`config.mk`:
```
export PLATFORM = sky130hd
export DESIGN_NAME = conversor_bcd_flat
export DESIGN_NICKNAME = d
export VERILOG_FILES = /design/src/rtl/conversor_bcd_pkg.sv /design/src/rtl/conversor_bcd_if.sv /design/src/rtl/conversor_bcd_ajuste.sv /design/src/rtl/conversor_bcd.sv /design/src/flat_wrapper.sv
export SDC_FILE = /design/constraint.sdc
export NUM_CORES = 1
export LEC_CHECK = 0
export ABC_AREA = 1
export CAP_MARGIN = 0
export CORE_UTILIZATION = 49
export DETAILED_ROUTE_END_ITERATION = 16
export PLACE_DENSITY = 0.75
export SLEW_MARGIN = 20
export SYNTH_ARGS = -nofsm -noshare
export SYNTH_HDL_FRONTEND = slang
export SYNTH_SLANG_ARGS = --single-unit
```
`constraint.sdc`:
```
create_clock -name clk -period 1.11 [get_ports clk]
set_input_delay 0.222 -clock clk [delete_from_list [all_inputs] [get_ports clk]]
set_output_delay 0.222 -clock clk [all_outputs]
set_load 0.005 [all_outputs]
```
`src/rtl/conversor_bcd_pkg.sv`:
```
// conversor_bcd_pkg
// Shared definitions for the binary-to-BCD converter that sits after the
// shift-add multiplier: default widths, counter width and the FSM state type.
package conversor_bcd_pkg;

    // Default binary width (multiplier product) and number of BCD digits.
    localparam int LARGURA_PADRAO = 9;
    localparam int DIGITOS_PADRAO = 3;

    // Iteration counter must be able to count up to LARGURA steps.
    localparam int LARGURA_CONT = $clog2(LARGURA_PADRAO + 1);

    typedef enum logic [1:0] {
        OCIOSO   = 2'd0,
        CONVERTE = 2'd1,
        FIM      = 2'd2
    } estado_t;

endpackage

```
`src/rtl/conversor_bcd_if.sv`:
```
// conversor_bcd_if
// Start/done/idle handshake plus data bus of the converter.
//   st       : start pulse (multiplier done)
//   binario  : value to convert (multiplier product)
//   done     : one-cycle completion strobe
//   idle     : converter will accept a new st
//   centena/dezena/unidade : registered BCD digits
// master = producer/consumer side, slave = the converter itself.
interface conversor_bcd_if
    import conversor_bcd_pkg::*;
#(
    parameter int LARGURA = LARGURA_PADRAO
) ();

    logic               st;
    logic [LARGURA-1:0] binario;
    logic               done;
    logic               idle;
    logic [3:0]         centena;
    logic [3:0]         dezena;
    logic [3:0]         unidade;

    modport master (
        output st,
        output binario,
        input  done,
        input  idle,
        input  centena,
        input  dezena,
        input  unidade
    );

    modport slave (
        input  st,
        input  binario,
        output done,
        output idle,
        output centena,
        output dezena,
        output unidade
    );

endinterface

```
`src/rtl/conversor_bcd_ajuste.sv`:
```
// ajuste_bcd
// Double-dabble correction for one BCD nibble: adds 3 when the nibble is 5
// or more so that the following left shift carries correctly into the next
// decimal digit. Purely combinational.
//   entrada : nibble before correction
//   saida   : corrected nibble (mod 16)
module ajuste_bcd (
    input  logic [3:0] entrada,
    output logic [3:0] saida
);

    assign saida = (entrada >= 4'd5) ? entrada + 4'd3 : entrada;

endmodule

```
`src/rtl/conversor_bcd.sv`:
```
// conversor_bcd
// Sequential binary-to-BCD converter (shift-add-3), one bit per clock.
// A start captures binario into the low bits of a shift register whose upper
// bits hold the BCD digits; after LARGURA adjust+shift steps the digits are
// copied to the registered outputs and done pulses for one cycle.
//   clk     : system clock, rising edge
//   rst_n   : asynchronous active-low reset
//   bus     : slave side of the start/done/idle handshake and data
module conversor_bcd
    import conversor_bcd_pkg::*;
#(
    parameter int LARGURA = LARGURA_PADRAO,
    parameter int DIGITOS = DIGITOS_PADRAO
) (
    input  logic           clk,
    input  logic           rst_n,
    conversor_bcd_if.slave bus
);

    localparam int                LARGURA_REG = 4 * DIGITOS + LARGURA;
    localparam int                CW          = $clog2(LARGURA + 1);
    localparam logic [CW-1:0]     ULTIMO      = CW'(LARGURA - 1);

    estado_t                  estado;
    estado_t                  proximo;
    logic [LARGURA_REG-1:0]   desloc;
    logic [LARGURA_REG-1:0]   ajustado;
    logic [LARGURA_REG-1:0]   deslocado;
    logic [CW-1:0]            contador;
    logic                     carrega;
    logic                     passo;
    logic                     ultimo;
    logic                     done_c;
    logic                     idle_c;

    // One correction cell per BCD nibble; the binary part passes untouched.
    assign ajustado[LARGURA-1:0] = desloc[LARGURA-1:0];

    for (genvar i = 0; i < DIGITOS; i++) begin : g_ajuste
        ajuste_bcd u_ajuste (
            .entrada (desloc[LARGURA + 4*i +: 4]),
            .saida   (ajustado[LARGURA + 4*i +: 4])
        );
    end

    assign deslocado = ajustado << 1;

    // Next-state and handshake decode. The final step is the one taken while
    // the counter already shows LARGURA-1, so the result of that step is what
    // lands in the digit registers.
    always_comb begin
        proximo = estado;
        carrega = 1'b0;
        passo   = 1'b0;
        ultimo  = 1'b0;
        done_c  = 1'b0;
        idle_c  = 1'b0;
        case (estado)
            OCIOSO: begin
                idle_c = 1'b1;
                if (bus.st) begin
                    carrega = 1'b1;
                    proximo = CONVERTE;
                end
            end
            CONVERTE: begin
                passo = 1'b1;
                if (contador == ULTIMO) begin
                    ultimo  = 1'b1;
                    proximo = FIM;
                end
            end
            FIM: begin
                done_c  = 1'b1;
                proximo = OCIOSO;
            end
            default: proximo = OCIOSO;
        endcase
    end

    assign bus.done = done_c;
    assign bus.idle = idle_c;

    // State register; reset drops straight back to OCIOSO, aborting any
    // conversion in progress.
    always_ff @(posedge clk or negedge rst_n) begin
        if (!rst_n) begin
            estado <= OCIOSO;
        end else begin
            estado <= proximo;
        end
    end

    // Shift register and step counter. binario is only looked at on the
    // accepting edge; afterwards the register evolves on its own.
    always_ff @(posedge clk or negedge rst_n) begin
        if (!rst_n) begin
            desloc   <= '0;
            contador <= '0;
        end else if (carrega) begin
            desloc   <= {{(4*DIGITOS){1'b0}}, bus.binario};
            contador <= '0;
        end else if (passo) begin
            desloc   <= deslocado;
            contador <= contador + CW'(1);
        end
    end

    // Digit registers keep the previous result until a conversion finishes;
    // they are deliberately not cleared when a new start is accepted.
    always_ff @(posedge clk or negedge rst_n) begin
        if (!rst_n) begin
            bus.centena <= '0;
            bus.dezena  <= '0;
            bus.unidade <= '0;
        end else if (ultimo) begin
            bus.centena <= deslocado[LARGURA + 8 +: 4];
            bus.dezena  <= deslocado[LARGURA + 4 +: 4];
            bus.unidade <= deslocado[LARGURA     +: 4];
        end
    end

endmodule

```
`src/flat_wrapper.sv`:
```
// flat-port wrapper written by rule: the top's interface ports become plain ports
module conversor_bcd_flat import conversor_bcd_pkg::*;
#(
    parameter int LARGURA = LARGURA_PADRAO,
    parameter int DIGITOS = DIGITOS_PADRAO
)
  (clk, rst_n, bus_st, bus_binario, bus_done, bus_idle, bus_centena, bus_dezena, bus_unidade);
  conversor_bcd_if #(.LARGURA(LARGURA)) bus_i ();
  input  logic clk;
  input  logic rst_n;
  input wire logic [$bits(bus_i.st)-1:0] bus_st;
  input wire logic [$bits(bus_i.binario)-1:0] bus_binario;
  output wire logic [$bits(bus_i.done)-1:0] bus_done;
  output wire logic [$bits(bus_i.idle)-1:0] bus_idle;
  output wire logic [$bits(bus_i.centena)-1:0] bus_centena;
  output wire logic [$bits(bus_i.dezena)-1:0] bus_dezena;
  output wire logic [$bits(bus_i.unidade)-1:0] bus_unidade;
  assign bus_i.st = bus_st;
  assign bus_i.binario = bus_binario;
  assign bus_done = bus_i.done;
  assign bus_idle = bus_i.idle;
  assign bus_centena = bus_i.centena;
  assign bus_dezena = bus_i.dezena;
  assign bus_unidade = bus_i.unidade;
  conversor_bcd #(.LARGURA(LARGURA), .DIGITOS(DIGITOS)) u_core (.clk(clk), .rst_n(rst_n), .bus(bus_i));
endmodule
```
==> run metrics, run 1 <==
status=finished with violations; failing checks=setup timing; Slew HR=0.738; share of the synthesized area in the top cell type=0.512; post-synthesis mux area share=0; setup violators final=~40; Vert. Die Dim=approximately 64 um; CP endpoint kind=primary output; slowest stage delay, CP=about 420 ps; adder-cell share of the synthesized area=0.0525; Final #Nets=320; worst path required time=a little under 900 ps; Vias=1846; antenna cells=0; Crit-path slowest cell=dfrtp_1; Synth Area in XOR/XNOR=0; Worst Hold Class=input pin to async pin; synth warn=0; Area contributors post-synth=dfrtp_1 51%, nand2_1 18%, nand3_1 7.9%; GPL Wtd Cong=0.856; top sig layer=met4; largest family of logic cells by synthesized area=simple AND/OR/NAND/NOR gates; IO Count=26; CTS max path bufs=2; clock sink total=39; placed cell count=roughly 330; Overflow after GRT=0; Sequential Area=976 sq um; post-layout minimum cycle time=between 1000 and 1500 ps; area of the multi-input gates=between 1000 and 1500 sq um; worst path arrival time=between 1000 and 1500 ps; PnR worst setup slack=-223 ps; hold slack final=between 400 and 500 ps; chip width=between 60 and 70 um; Tightest Pin Transition=389 ps; clk_lat worst skew=around 310 ps; clk slew on worst S/H paths=around 80 ps; Initial Util=0.517; Peak Freq=around 750 MHz; Final Max Tran Viols=0; post-synthesis simple-gate area fraction=0.320; Worst Skew=between 8 and 9 ps; average size of a mapped cell=8.29 sq um; layout cell share with drive strength beyond 1=0.399; register area share after synthesis=0.512; CTS Buf Count=5; Antenna Nets Post-Route=0; number of global-route vias before repair=between 1500 and 2000; largest net degree at the start of global routing=40; #FFs+latches synth=39; drt drc=0; H-Tree Depth=2; Crit. Startpoint=u_core.estado[0]$_DFFE_PN0P_; CTS root buffer=clkbuf_8; PwrDens=roughly 3000 nW/um^2; R2R Setup Slk=-220 ps; distinct cell type count after synthesis=20; CTS tree=yes; Synth Area in Compound Gates=0.0499; Reg-to-Reg Start=u_core.estado[0]$_DFFE_PN0P_; CP cell instances=buf_6, nor2_4, buf_2; Final Cycle Share=1.20; Detailed Route WL=approximately 5200 um; routed vias/inst=between 5 and 6; Syn-to-layout area delta=49.2%; kind of critical path=flip-flop to primary output; DRT Pass-1 Iters=4; fill count=between 200 and 250; wire per inst=14.9 um; first-pass GRT wire length=a little under 9000 um; Synth Cell Area=between 1500 and 2000 sq um; Site Rows=22; port bufs=25; crit start category=flip-flop; Die Area=~4100 sq um; met3 routed WL=around 210 um; DPL Wire Length=2650 um; Peak VDD IR=1.92 mV; Final Hold Violating Endpoints=0; area leader, netlist=dfrtp_1; initial antenna violation count=0; Starting DRT DRC Count=161; Max FO, Critical Path=2; wl on met1=2060 um; async set-reset flop share out of synthesis=1.00; dominant synthesized flop cell=dfrtp_1; Core Area=3690 sq um; Max-cap violations=0; Post-Syn Nets=250; Leak Pwr=between 1.5 and 2 nW; all-layer global routing usage=0.291; number of synthesized flops with an enable pin=0; Cell Count, Final, Fillers Out=between 300 and 400; synthesized instance count=230; RSZ-0062 raised after global routing=yes; DR WL met2=2810 um
==> layout make-up <==
type	instances	share of cell area
Multi-Input combinational cell	164	0.367
Sequential cell	39	0.343
Clock buffer	6	0.0255
Clock inverter	2	0.00440
Timing Repair inverter	2	0.00616
Inverter	22	0.0383
Tap cell	48	0.0211
Timing Repair Buffer	66	0.195
==> logic make-up after synthesis <==
family                   after synthesis
AND/OR/NAND/NOR                      139
flip-flops                            39
buffers and inverters                 27
AO/OA/AOI/OAI                         17
adder cells (fa/ha/maj)                8
==> path summary, 6_finish.rpt <==
check | endpoint | depth (start not counted)
min reg2reg | u_core.bus.unidade[2]$_DFFE_PN0P_ | 2
max reg2reg | u_core.desloc[7]$_DFFE_PN0P_ | 8
max | bus_idle | 3
min in group clk | u_core.desloc[0]$_DFFE_PN0P_ | 3
max in group asynchronous | u_core.desloc[20]$_DFFE_PN0P_ | 3
min | u_core.bus.unidade[0]$_DFFE_PN0P_ | 3
==> registers in the layout (all words and copies together) (netlist names) <==
register / cells
u_core.bus.centena: 4
u_core.bus.dezena: 4
u_core.bus.unidade: 4
u_core.contador: 4
u_core.desloc: 21
u_core.estado: 2
==> synth_stat cells, types with 2 or more instances <==
cell      n
ha_1      8
dfrtp_1  39
inv_1    20
nand3_1  30
nand4_1   6
o22ai_1   3
nand2_4   3
buf_6     2
o21ai_0  12
nor2_1    4
nand2_1  92
buf_2     2
nor2_2    2
==> critical path: cells and delay by family (launching register included) <==
family | cells | cell delay [ps]
flip-flops | 1 | 420
AND/OR/NAND/NOR | 1 | 100
buffers and inverters | 2 | 280
==> metal layers <==
layer  vias to the layer above  GRT usage
met2                        54      0.524
met1                       899      0.326
met4                         0      0.119
li1                        884          -
met5                         -          0
met3                         9     0.0696
==> through the flow <==
step           power, mW  setup TNS (ps)  instance area, sq um  setup slack [ps]  utilization
4_1_cts             8.35           -4260                  2860              -145        0.776
2_1_floorplan       4.70            -873                  1930             -57.5            -
5_1_grt             9.27          -10170                  2850              -291        0.771
3_3_place_gp        6.17           -5400                  2420              -234        0.657
3_5_place_dp        6.30           -6000                  2420              -240        0.657
6_report            8.63           -7750                  2850              -223        0.771
==> cell usage in the layout (no fill, tap or decap), drive strengths merged <==
cell           instances
buf                   48
clkbuf                13
clkdlybuf4s50         10
clkinv                 2
clkinvlp               1
dfrtp                 39
dlygate4sd3            1
ha                     8
inv                   23
nand2                 96
nand3                 31
nand4                  6
nor2                   6
o211ai                 1
o21ai                 13
o22ai                  3
==> report_power, final <==
| group | leakage (nW) | internal, mW | switching (mW) |
|---|---|---|---|
| Combinational | 0.984 | 2.27 | 2.75 |
| Clock | 0.0412 | 0.440 | 0.545 |
| Sequential | 0.488 | 2.08 | 0.549 |
==> repair_timing <==
action                                 4_1_cts  5_1_grt
setup endpoints to repair                   53       48
resized for setup                          124       12
endpoints found under the hold margin       39        0
buffers inserted                            12        0
hold buffers                                 1        0
pin swaps                                    4        3
cloned                                       3        0
(Power assumes the default switching activity.)
==> run 2: changes to the inputs <==
Settings changed: CORE_UTILIZATION 49 to 56, DONT_BUFFER_PORTS set to 1, PLACE_DENSITY 0.75 to 0.74.
==> run 2 against run 1 <==
Effect of this change: the run still ends with setup timing left; setup slack improved by 2.0 ps; sequential power up 7%; via count increased by 7.0%; hold slack lost 400 ps; clock power fell by 33%; sequential share of layout area is 0.094 points lower; register-to-register slack about the same; non-clock buffer count shrank 21.
==> run metrics, run 2 (synthesized netlist as in run 1, its figures left out) <==
status=finished with violations; failing checks=setup timing; Core Area=3150 sq um (-15%); total power=9.54 mW (+11%); all-layer global routing usage=0.337 (+0.0457); worst path required time=1370 ps (+480 ps); clk slew on worst S/H paths=100 ps (+20 ps); wire per inst=20.4 um (+37%); delay-heaviest family, CP=flip-flops; post-route cell area=2860 sq um (+0.66%); Detailed Route WL=6560 um (+26%); Leak Pwr=1.43 nW (-5.2%); GPL Wtd Cong=0.934 (+9.1%); R2R cell count=6 (-2); fin util=0.908 (+0.137); area of the multi-input gates=1250 sq um (+20%); worst slack at placement=-188 ps (+51.9 ps); DRT Pass-1 Iters=5 (+1); port bufs=0 (-100%); number of global-route vias before repair=1911 (+2.2%); antenna cells=0 (unchanged); DPL Wire Length=2860 um (+7.8%); layout cell share with drive strength beyond 1=0.513 (+0.114); kind of critical path=flip-flop to flip-flop; fill count=131 (-47%); crit start category=flip-flop; PnR worst setup slack=-220 ps (+2.03 ps); Peak Freq=752 MHz (+0.15%); PwrDens=3330 nW/um^2 (+9.8%); Slew HR=0.772 (+0.0343); Syn-to-layout area delta=50.2%; Max-cap violations=0 (unchanged); Setup TNS=-5250 ps (+2510 ps); Site Rows=20 (-9.1%); RSZ-0062 raised after global routing=yes; Final Cycle Share=1.20 (-0.00183); slowest stage delay, CP=430 ps (about the same); worst path arrival time=1590 ps (+480 ps); Overflow after GRT=0 (unchanged); clk_lat worst skew=350 ps (+40 ps); Vert. Die Dim=60.4 um (-6.3%); IO Count=26 (unchanged); Die Area=3640 sq um (-12%); CTS Buf Count=5 (unchanged); placed cell count=291 (-11%); initial antenna violation count=0 (unchanged); clock sink total=39 (unchanged); Sequential Area=980 sq um (+0.38%); hold slack final=12.1 ps (-397 ps); Final #Nets=298 (-6.9%); first-pass GRT wire length=8790 um (-1.2%); commonest non-fill, non-tap cell in the layout=nand2_1; Antenna Nets Post-Route=0 (unchanged); routed vias/inst=6.16 (+16%); number of flip-flops in the largest register=21 (unchanged); CTS tree=yes; H-Tree Depth=2 (unchanged); Cell Count, Final, Fillers Out=321 (-8.0%); CP endpoint kind=flip-flop; chip width=60.4 um (-6.3%); critical path depth=6 (+3); Tightest Pin Transition=341 ps (-47.3 ps); post-layout minimum cycle time=1330 ps (-2.03 ps); Worst Skew=11.8 ps (+3.03 ps); Max FO, Critical Path=4 (+2); drt drc=0 (unchanged); Crit-path slowest cell=dfrtp_2; Most flops, register=u_core.desloc; Worst Hold Class=input pin to flip-flop; Final Hold Violating Endpoints=0 (unchanged); CTS root buffer=clkbuf_4; largest net degree at the start of global routing=40 (unchanged); Area after DPL=2130 sq um (-12%); CP cell instances=inv_2, ha_4, buf_4, nor2_1, o21ai_2, o21ai_0; CTS max path bufs=2 (unchanged); Starting DRT DRC Count=302 (+88%); Vias=1976 (+7.0%); setup violators final=40 (-2.4%); most frequent cells in the layout=63 x nand2_1, 36 x dfrtp_1, 28 x buf_4; Peak VDD IR=1.69 mV (-12%); Crit path buffers/inverters=2 (unchanged); Final Max Tran Viols=0 (unchanged); Initial Util=0.605 (+0.0878); worst hold stages=2
## run 2: power breakdown
group | leakage, nW | internal, mW | switching, mW
Sequential | 0.485 | 2.09 | 0.719
Clock | 0.0242 | 0.226 | 0.438
Combinational | 0.926 | 2.55 | 3.52
## run 2: area by class of cell
class | instances | area share
Multi-Input combinational cell | 164 | 0.436
Sequential cell | 39 | 0.342
Timing Repair Buffer | 45 | 0.145
Inverter | 22 | 0.0398
Tap cell | 44 | 0.0192
Clock buffer | 6 | 0.0144
Timing Repair inverter | 1 | 0.00393
## run 2: routing by layer
layer,vias to the layer above,part of all wire,GRT usage
met1,962,0.37,0.387
met5,-,0,0
met4,0,0.041,0.146
met2,137,0.51,0.571
li1,839,-,-
met3,38,0.081,0.113
## run 2: what timing repair did
action	CTS	global route
buffers inserted	10	8
hold buffers	3	2
endpoints found under the setup margin	36	41
resized for setup	96	43
pin swaps	30	22
cloned	1	1
endpoints found under the hold margin	40	2
## run 2: final timing paths
kind	startpoint	end	slack (ps)
min in group asynchronous	rst_n	u_core.desloc[10]$_DFFE_PN0P_	330
min	bus_binario[5]	u_core.desloc[5]$_DFFE_PN0P_	10
min reg2reg	u_core.desloc[0]$_DFFE_PN0P_	u_core.desloc[0]$_DFFE_PN0P_	510
max in group asynchronous	rst_n	u_core.estado[0]$_DFFE_PN0P_	550
max reg2reg	u_core.desloc[13]$_DFFE_PN0P_	u_core.bus.dezena[3]$_DFFE_PN0P_	-220
max	u_core.desloc[13]$_DFFE_PN0P_	u_core.bus.dezena[3]$_DFFE_PN0P_	-220
==> run 3: changes to the inputs <==
Settings changed: CAP_MARGIN 0 to 10, CORE_UTILIZATION 56 to 67, PLACE_DENSITY 0.74 to 0.83.
Clock period 1.11 ns to 1.7 ns, I/O delays scaled along.
==> run 3 against run 2 <==
Effect of this change: first-iteration DRC count decreased by 81%; flip-flop and latch count unchanged; critical path type unchanged; via count decreased by 23%; largest cell class is now registers; clock skew decreased by 3.6 ps; sequential power decreased by 40%; the run now ends clean; fmax decreased by 8.0%; critical endpoint is now u_core.bus.unidade[3]$_DFFE_PN0P_; total power decreased by 60%; register-to-register slack improved by 470 ps.
==> run metrics, run 3 (synthesized netlist as in run 1, its figures left out) <==
wire per inst=13.0 um (-36%); CTS tree=yes; drt drc=0 (unchanged); PwrDens=1910 nW/um^2 (-43%); worst path required time=1910 ps (+540 ps); CTS root buffer=clkbuf_4; clk slew on worst S/H paths=100 ps (about the same); H-Tree Depth=2 (unchanged); Final Cycle Share=0.850 (-0.348); post-CTS setup repair buffer count=0 (-10); Starting DRT DRC Count=58 (-81%); Syn-to-layout area delta=4.40%; clock sink total=39 (unchanged); Initial Util=0.736 (+0.131); number of flip-flops in the largest register=21 (unchanged); Peak VDD IR=1.36 mV (-20%); Hold Crit Endpoint=u_core.desloc[0]$_DFFE_PN0P_; initial antenna violation count=0 (unchanged); Site Rows=18 (-10%); RSZ-0062 raised after global routing=no; R2R Setup Slk=250 ps (+470 ps); all-layer global routing usage=0.256 (-0.0807); IO Count=26 (unchanged); post-layout minimum cycle time=1450 ps (+115 ps); Core Area=2590 sq um (-18%); commonest non-fill, non-tap cell in the layout=nand2_1; Final #Nets=256 (-14%); Detailed Route WL=3450 um (-47%); Die Area=3060 sq um (-16%); worst hold stages=2 (unchanged); DPL Wire Length=2390 um (-16%); port bufs=0 (unchanged); status=complete, no violations; Slew HR=0.725 (-0.0471); Max FO, Critical Path=15 (+11); post-route cell area=1990 sq um (-30%); Worst Skew=8.22 ps (-3.61 ps); number of global-route vias before repair=1466 (-23%); Hold Startpoint=bus_binario[0]; Final Max Tran Viols=0 (unchanged); crit start category=flip-flop; Crit-path slowest cell=dfrtp_1; CTS max path bufs=2 (unchanged); layout cell share with drive strength beyond 1=0.0723 (-0.440); first-pass GRT wire length=6160 um (-30%); Most flops, register=u_core.desloc; CTS Buf Count=5 (unchanged); Peak Freq=692 MHz (-8.0%); Reg-to-Reg Start=u_core.contador[0]$_DFFE_PN0P_; total power=3.80 mW (-60%); PostCTS Resize Cnt=0 (-100%); Vert. Die Dim=55.4 um (-8.3%); Setup TNS=0 ps (+5250 ps); fin util=0.769 (-0.140); slowest stage delay, CP=400 ps (-30 ps); Overflow after GRT=0 (unchanged); CP cell instances=inv_1, ha_1, nand3_1, nor2_2, inv_1, o21ai_0; Tightest Pin Transition=411 ps (+70.2 ps); GPL Wtd Cong=0.762 (-18%); Leak Pwr=1.06 nW (-26%); largest net degree at the start of global routing=40 (unchanged); kind of critical path=flip-flop to flip-flop; clk_lat worst skew=340 ps (about the same); Worst Hold Class=input pin to flip-flop; R2R cell count=6 (unchanged); Final Hold Violating Endpoints=0 (unchanged); hold slack final=119 ps (+107 ps); setup violators final=0 (-100%); antenna cells=0 (unchanged); most used cell, CP=inv_1; most frequent cells in the layout=92 x nand2_1, 39 x dfrtp_1, 30 x nand3_1; worst path arrival time=1660 ps (+70 ps); Max-cap violations=0 (unchanged); CP endpoint kind=flip-flop; Antenna Nets Post-Route=0 (unchanged); routed vias/inst=5.71 (-7.2%); worst r2r dst=u_core.bus.unidade[3]$_DFFE_PN0P_; Area after DPL=1920 sq um (-9.8%); DRT Pass-1 Iters=4 (-1); Vias=1514 (-23%); chip width=55.4 um (-8.3%)
run 3: routing by layer:
layer  GRT usage  wire length [um]
met5           0                 0
met4      0.0857                42
met1       0.296              1520
met3      0.0749               175
met2       0.453              1720
run 3: timing repair:
item / CTS / global route
hold buffers: 2 / 0
setup endpoints to repair: 0 / 0
hold endpoints to repair: 39 / 0
run 3: through the flow:
step	setup slack, ps	instances
6_report	254	265
3_3_place_gp	342	257
2_1_floorplan	478	230
3_5_place_dp	288	257
4_1_cts	250	265
5_1_grt	135	265
run 3: worst max-delay path: cells and delay by family, from the launching register on:
family,cells,cell delay (ps)
flops,1,400
buf+inv,2,400
fa+ha+maj,1,200
simple gates,2,160
compound gates,1,150
run 3: worst max path at each step:
stage / from / to / slack, ps / depth (start not counted)
after CTS: u_core.contador[0]$_DFFE_PN0P_ / u_core.bus.unidade[3]$_DFFE_PN0P_ / 250 / 6
final: u_core.contador[0]$_DFFE_PN0P_ / u_core.bus.unidade[3]$_DFFE_PN0P_ / 250 / 6
after global routing: u_core.contador[0]$_DFFE_PN0P_ / u_core.bus.unidade[2]$_DFFE_PN0P_ / 130 / 7
after global placement: u_core.contador[0]$_DFFE_PN0P_ / u_core.bus.unidade[3]$_DFFE_PN0P_ / 340 / 6
after detailed placement: u_core.contador[0]$_DFFE_PN0P_ / u_core.bus.unidade[3]$_DFFE_PN0P_ / 290 / 6
after floorplan: u_core.contador[0]$_DFFE_PN0P_ / u_core.bus.centena[0]$_DFFE_PN0P_ / 480 / 8
run 3: cell type report:
| class | count | area (sq um) |
|---|---|---|
| Multi-Input combinational cell | 164 | 806 |
| Inverter | 22 | 85.1 |
| Tap cell | 30 | 37.5 |
| Timing Repair Buffer | 4 | 45.0 |
| Fill cell | 193 | 599 |
| Sequential cell | 39 | 976 |
| Clock buffer | 6 | 41.3 |
run 3: power by group:
part / internal, mW / leakage (nW) / switching [mW]
Sequential: 1.36 / 0.488 / 0.329
Clock: 0.147 / 0.0242 / 0.271
Combinational: 0.595 / 0.543 / 1.10
Total: 2.10 / 1.06 / 1.70
